--- config.mk ---
export PLATFORM = sky130hd
export DESIGN_NAME = sysu_gate_tester
export DESIGN_NICKNAME = d
export VERILOG_FILES = /design/src/rtl/sysu_gate_tester.sv
export SDC_FILE = /design/constraint.sdc
export NUM_CORES = 1
export LEC_CHECK = 0
export CORE_MARGIN = 2
export CORE_UTILIZATION = 35
export CTS_BUF_LIST = sky130_fd_sc_hd__clkbuf_8
export DETAILED_ROUTE_END_ITERATION = 10
export GPL_TIMING_DRIVEN = 0
export PLACE_DENSITY_LB_ADDON = 0.08
export RECOVER_POWER = 50
export SYNTH_ARGS = -nofsm -noshare
export SYNTH_HDL_FRONTEND = slang
export SYNTH_SLANG_ARGS = --single-unit
--- constraint.sdc ---
create_clock -name CLK -period 3.15 [get_ports CLK]
set_clock_uncertainty 0.15 [all_clocks]
set_input_delay 0.63 -clock CLK [delete_from_list [all_inputs] [get_ports CLK]]
set_output_delay 0.63 -clock CLK [all_outputs]
set_load 0.02 [all_outputs]
--- src/rtl/sysu_gate_tester.sv ---
// -----------------------------------------------------------------------------
// sysu_gate_tester
//   Self-test sequencer for a bank of WIDTH parallel inverter lanes. It sweeps
//   every stimulus pattern 0 .. 2^WIDTH-1 onto the lanes and holds each pattern
//   for SETTLE cycles so the gates can resolve. In the following SAMPLE cycle it
//   compares the lane outputs against ~STIM and records any failure.
//
// Parameters
//   WIDTH   number of inverter lanes (1..8); 2^WIDTH patterns per sweep
//   SETTLE  wait cycles after each stimulus update before sampling (>=1)
//
// Ports
//   CLK         rising-edge clock
//   RST_N       asynchronous active-low reset; a mid-sweep reset discards results
//   START       begin a sweep; only looked at while idle
//   STIM        registered stimulus driven to the gate inputs
//   RESP        gate outputs, treated as synchronous to CLK
//   BUSY        high while a sweep is in progress (settle, sample, finish)
//   DONE        one-cycle pulse marking the end of a sweep
//   PASS        last sweep finished with no failing pattern; held until START
//   ERR_CNT     number of failing patterns in the current/last sweep
//   FAIL_VALID  at least one failing pattern has been recorded
//   FIRST_FAIL  value of the first failing pattern, 0 when none
// -----------------------------------------------------------------------------
module sysu_gate_tester #(
  parameter int WIDTH  = 4,
  parameter int SETTLE = 3
) (
  input  logic             CLK,
  input  logic             RST_N,
  input  logic             START,
  output logic [WIDTH-1:0] STIM,
  input  logic [WIDTH-1:0] RESP,
  output logic             BUSY,
  output logic             DONE,
  output logic             PASS,
  output logic [WIDTH:0]   ERR_CNT,
  output logic             FAIL_VALID,
  output logic [WIDTH-1:0] FIRST_FAIL
);

  // The settle counter only needs to reach SETTLE-1.
  localparam int CNT_W = (SETTLE > 1) ? $clog2(SETTLE) : 1;

  localparam logic [CNT_W-1:0] CNT_ZERO  = CNT_W'(0);
  localparam logic [CNT_W-1:0] CNT_ONE   = CNT_W'(1);
  localparam logic [CNT_W-1:0] CNT_LAST  = CNT_W'(SETTLE - 1);
  localparam logic [WIDTH-1:0] STIM_ZERO = {WIDTH{1'b0}};
  localparam logic [WIDTH-1:0] STIM_ONE  = WIDTH'(1);
  localparam logic [WIDTH-1:0] STIM_MAX  = {WIDTH{1'b1}};
  localparam logic [WIDTH:0]   ERR_ZERO  = {(WIDTH + 1){1'b0}};
  localparam logic [WIDTH:0]   ERR_ONE   = (WIDTH + 1)'(1);

  typedef enum logic [1:0] {
    ST_IDLE   = 2'd0,
    ST_SETTLE = 2'd1,
    ST_SAMPLE = 2'd2,
    ST_FINISH = 2'd3
  } state_t;

  // A pattern fails when any lane is not the inverse of its stimulus bit.
  function automatic logic lane_mismatch(input logic [WIDTH-1:0] stim,
                                         input logic [WIDTH-1:0] resp);
    lane_mismatch = (resp != ~stim);
  endfunction

  state_t           state_q,      state_d;
  logic [CNT_W-1:0] cnt_q,        cnt_d;
  logic [WIDTH-1:0] stim_q,       stim_d;
  logic [WIDTH:0]   err_cnt_q,    err_cnt_d;
  logic             fail_valid_q, fail_valid_d;
  logic [WIDTH-1:0] first_fail_q, first_fail_d;
  logic             pass_q,       pass_d;
  logic             busy_q,       busy_d;
  logic             done_q,       done_d;

  // Next-state and result bookkeeping for the sweep sequencer.
  always_comb begin
    state_d      = state_q;
    cnt_d        = cnt_q;
    stim_d       = stim_q;
    err_cnt_d    = err_cnt_q;
    fail_valid_d = fail_valid_q;
    first_fail_d = first_fail_q;
    pass_d       = pass_q;

    case (state_q)
      ST_IDLE: begin
        if (START) begin
          stim_d       = STIM_ZERO;
          cnt_d        = CNT_ZERO;
          err_cnt_d    = ERR_ZERO;
          fail_valid_d = 1'b0;
          first_fail_d = STIM_ZERO;
          pass_d       = 1'b0;
          state_d      = ST_SETTLE;
        end else begin
          state_d = ST_IDLE;
        end
      end

      ST_SETTLE: begin
        // Counter holds at its last value; SAMPLE clears it for the next pattern.
        if (cnt_q == CNT_LAST) begin
          state_d = ST_SAMPLE;
        end else begin
          cnt_d = cnt_q + CNT_ONE;
        end
      end

      ST_SAMPLE: begin
        if (lane_mismatch(stim_q, RESP)) begin
          err_cnt_d = err_cnt_q + ERR_ONE;
          if (!fail_valid_q) begin
            first_fail_d = stim_q;
            fail_valid_d = 1'b1;
          end else begin
            first_fail_d = first_fail_q;
          end
        end else begin
          err_cnt_d = err_cnt_q;
        end

        // STIM holds at the last pattern instead of wrapping.
        if (stim_q == STIM_MAX) begin
          state_d = ST_FINISH;
        end else begin
          stim_d  = stim_q + STIM_ONE;
          cnt_d   = CNT_ZERO;
          state_d = ST_SETTLE;
        end
      end

      ST_FINISH: begin
        pass_d  = (err_cnt_q == ERR_ZERO);
        state_d = ST_IDLE;
      end

      default: begin
        state_d = ST_IDLE;
      end
    endcase
  end

  // Status flags are decoded from the next state so they register alongside it.
  always_comb begin
    busy_d = (state_d != ST_IDLE);
    done_d = (state_d == ST_FINISH);
  end

  // State and output registers.
  always_ff @(posedge CLK or negedge RST_N) begin
    if (!RST_N) begin
      state_q      <= ST_IDLE;
      cnt_q        <= CNT_ZERO;
      stim_q       <= STIM_ZERO;
      err_cnt_q    <= ERR_ZERO;
      fail_valid_q <= 1'b0;
      first_fail_q <= STIM_ZERO;
      pass_q       <= 1'b0;
      busy_q       <= 1'b0;
      done_q       <= 1'b0;
    end else begin
      state_q      <= state_d;
      cnt_q        <= cnt_d;
      stim_q       <= stim_d;
      err_cnt_q    <= err_cnt_d;
      fail_valid_q <= fail_valid_d;
      first_fail_q <= first_fail_d;
      pass_q       <= pass_d;
      busy_q       <= busy_d;
      done_q       <= done_d;
    end
  end

  assign STIM       = stim_q;
  assign BUSY       = busy_q;
  assign DONE       = done_q;
  assign PASS       = pass_q;
  assign ERR_CNT    = err_cnt_q;
  assign FAIL_VALID = fail_valid_q;
  assign FIRST_FAIL = first_fail_q;

endmodule
==> metrics.txt <==
Clock Sink Count=21; share of layout cells above drive strength 1=0.0671; post-detail-place hpwl=1900 µm; pwr/cell area=832 mW/mm²; Slew Viols, Final=0; Worst path slowest cell=dlygate4sd3_1; NumNets Final=161; filler cell count in the final layout=304; row cnt=20; Tmin final=2.27 ns; Die Y=61.2 µm; RSZ-0062 raised after global routing=false; CP arrival=2.30 ns; Cell Area, Synth=0.00115 mm²; Mapped Nets=133; register bit total from synthesis=21; Longest Clk Path Bufs=2; fin crit share=0.721; worst path buffer plus inverter count=1; final WL=2590 µm; Critical Path Source Type=input pin; CTS tree=yes; critical path class=input pin to flop; 1st-iter DRT viols=32; setup violators final=0; EDFF count, synth=0; First-pass DRT Iterations=4; Hold Violations, Final=0; Max VDD drop=451 µV; R2R Path End=FIRST_FAIL[2]; initial antenna violation count=0; gp weighted congestion=0.741; Yosys top cell by area=dfrtp_1; area grow syn2layout=28.8%; Post-CTS Resized=0; post-synthesis sequential area ratio=0.459; # DRC=0; Worst setup endpoint=FIRST_FAIL[3]; worst-margin pin slew=0.971 ns; Hold Path Class=flop to flop; Congestion Overflow GR=0; fin worst setup slack=0.880 ns; drt via density=5.30; Yosys warning count=0; top post-synthesis cells by area=dfrtp_1 46%, nand3_1 5.7%, o211ai_1 5.2%; I/O Pins=24; GR Layer Usage met2=0.269; delay-heaviest family, CP=compound AO/OA/AOI/OAI gates; Hold-fix buffers, CTS=0; fraction of registers with async set/reset=1.00; Num CTS Buffers=3; largest net degree at the start of global routing=22; LEAKAGE=0.614 nW; post-synth top area share=0.459; Horiz. Die Dim=61.2 µm; worst r2r src=STIM[3]; crit path launch=START; maxcap violations=0; H-tree Lvls=1; Root Driver=clkbuf_8; Critical Path RT=3.18 ns; grt met1 use=0.205; Register-to-Register Path Depth=6; post-synth cell types=34; Worst slew margin=0.351; post-CTS setup-driven buffer insertion count=0; count leader, synth=dfrtp_1; TNS Setup=0 ns; leading cell types by count after synthesis=21 x dfrtp_1, 15 x nand2_1, 13 x nand3_1; FMAX=441 MHz; most utilized layer in the global route result=met2; Avg WL per Cell=13.4 µm; Setup WS pre-CTS=0.688 ns; delay of the slowest critical-path stage=0.62 ns; worst-path fanout max=7; Core Area=0.00308 mm²; status=finished clean; met3 Usage GRT=0.0399; clk slew on worst S/H paths=0.08 ns; CP cell instances=dlygate4sd3_1 > o21bai_1 > a21o_1 > or3_4 > o211ai_1; total track usage=0.158; Post-synth top flop=dfrtp_1; ANT nets after route=0; Initial Util=0.372; vias in the first global route=997; Syn Inst Count=122; worst reg2reg setup slack=1.34 ns; mean post-synth cell area=9.39 µm²; Crit. End Element=flop; n_diodes=0; via count=1022; DIE AREA=0.00375 mm²; Levels on crit path=5; worst skew pair latency=0.26 ns; global-route wire length before repair=4490 µm; IO buf count=23
[area by class of cell]
cell class | instances | area (µm²) | area share
multi-input cells | 83 | 534 | 0.362
flip-flops and latches | 21 | 526 | 0.356
repair buffers | 23 | 230 | 0.156
well taps | 44 | 55.1 | 0.0373
plain buffers | 7 | 45.0 | 0.0305
clock buffers | 3 | 41.3 | 0.0280
inverters | 11 | 41.3 | 0.0280
clock inverters | 1 | 3.75 | 0.00254
[placed cells by master, fill, tap and decap left out, types with 2 or more instances in the layout]
master / netlist / final
nor2_1: 5 / 5
or4_1: 2 / 2
nand2_1: 15 / 15
a21oi_1: 4 / 4
clkbuf_1: 2 / 2
o22ai_1: 2 / 2
buf_2: 3 / 3
dlygate4sd3_1: 0 / 2
o211ai_1: 8 / 8
o311ai_0: 2 / 2
buf_6: 2 / 2
dfrtp_1: 21 / 21
clkbuf_8: 0 / 3
nand2b_1: 2 / 2
clkdlybuf4s50_1: 0 / 21
o21ai_0: 5 / 5
ha_1: 4 / 4
xnor2_1: 4 / 4
nand3_1: 13 / 13
inv_1: 11 / 12
[worst reg2reg max path, cell delays in order (launching register included)]
cell      delay, ns
dfrtp_1        0.39
buf_6          0.14
xnor2_1        0.15
nor4_4         0.50
buf_6          0.21
nand3_1        0.09
o211ai_1       0.11
[cell families (layout without fill, tap and decap cells)]
family                   after synthesis  count (layout)  synth area share
XOR/XNOR                               4               4            0.0306
AND/OR/NAND/NOR                       45              45             0.209
AO/OA/AOI/OAI                         30              30             0.183
buffers and inverters                 18              45            0.0753
flip-flops                            21              21             0.459
adder cells (fa/ha/maj)                4               4            0.0437
[flip-flops by register name, summed over array words and instances (netlist names)]
name and count:
BUSY 1, ERR_CNT 5, STIM 4, DONE 1
FIRST_FAIL 4, cnt_q 2, PASS 1, state_q 2
FAIL_VALID 1
[power by group]
part	switching (mW)	leakage [nW]	internal, mW
clock	0.0867	0.0269	0.0868
combinational	0.332	0.310	0.266
sequential	0.0965	0.278	0.359
total	0.515	0.614	0.712
[worst min path at each step]
stage	endpoint	slack (ns)	from	cells after the start
after CTS	cnt_q[1]	0.38	cnt_q[1]	2
after global placement	cnt_q[1]	0.34	cnt_q[1]	2
after floorplan	BUSY	0.18	RST_N	0
after global routing	cnt_q[1]	0.42	cnt_q[1]	2
final	cnt_q[1]	0.37	cnt_q[1]	2
after detailed placement	cnt_q[1]	0.36	cnt_q[1]	2
[through the flow]
stage          area [µm²]  utilization  hold WS [ns]  power [mW]  cells
2_1_floorplan        1150            -         0.184       0.826    122
3_3_place_gp         1430        0.465         0.343        1.06    189
3_5_place_dp         1430        0.465         0.364        1.06    189
6_report             1480        0.480         0.374        1.23    193
5_1_grt              1480        0.480         0.419        1.34    193
4_1_cts              1480        0.480         0.382        1.24    193
[metal layers]
layer / up-vias / routed length, µm
met1: 499 / 1220
met2: 26 / 1240
met4: 0 / 17
li1: 495 / -
met5: - / 0
met3: 2 / 114
(Power assumes the default switching activity.)
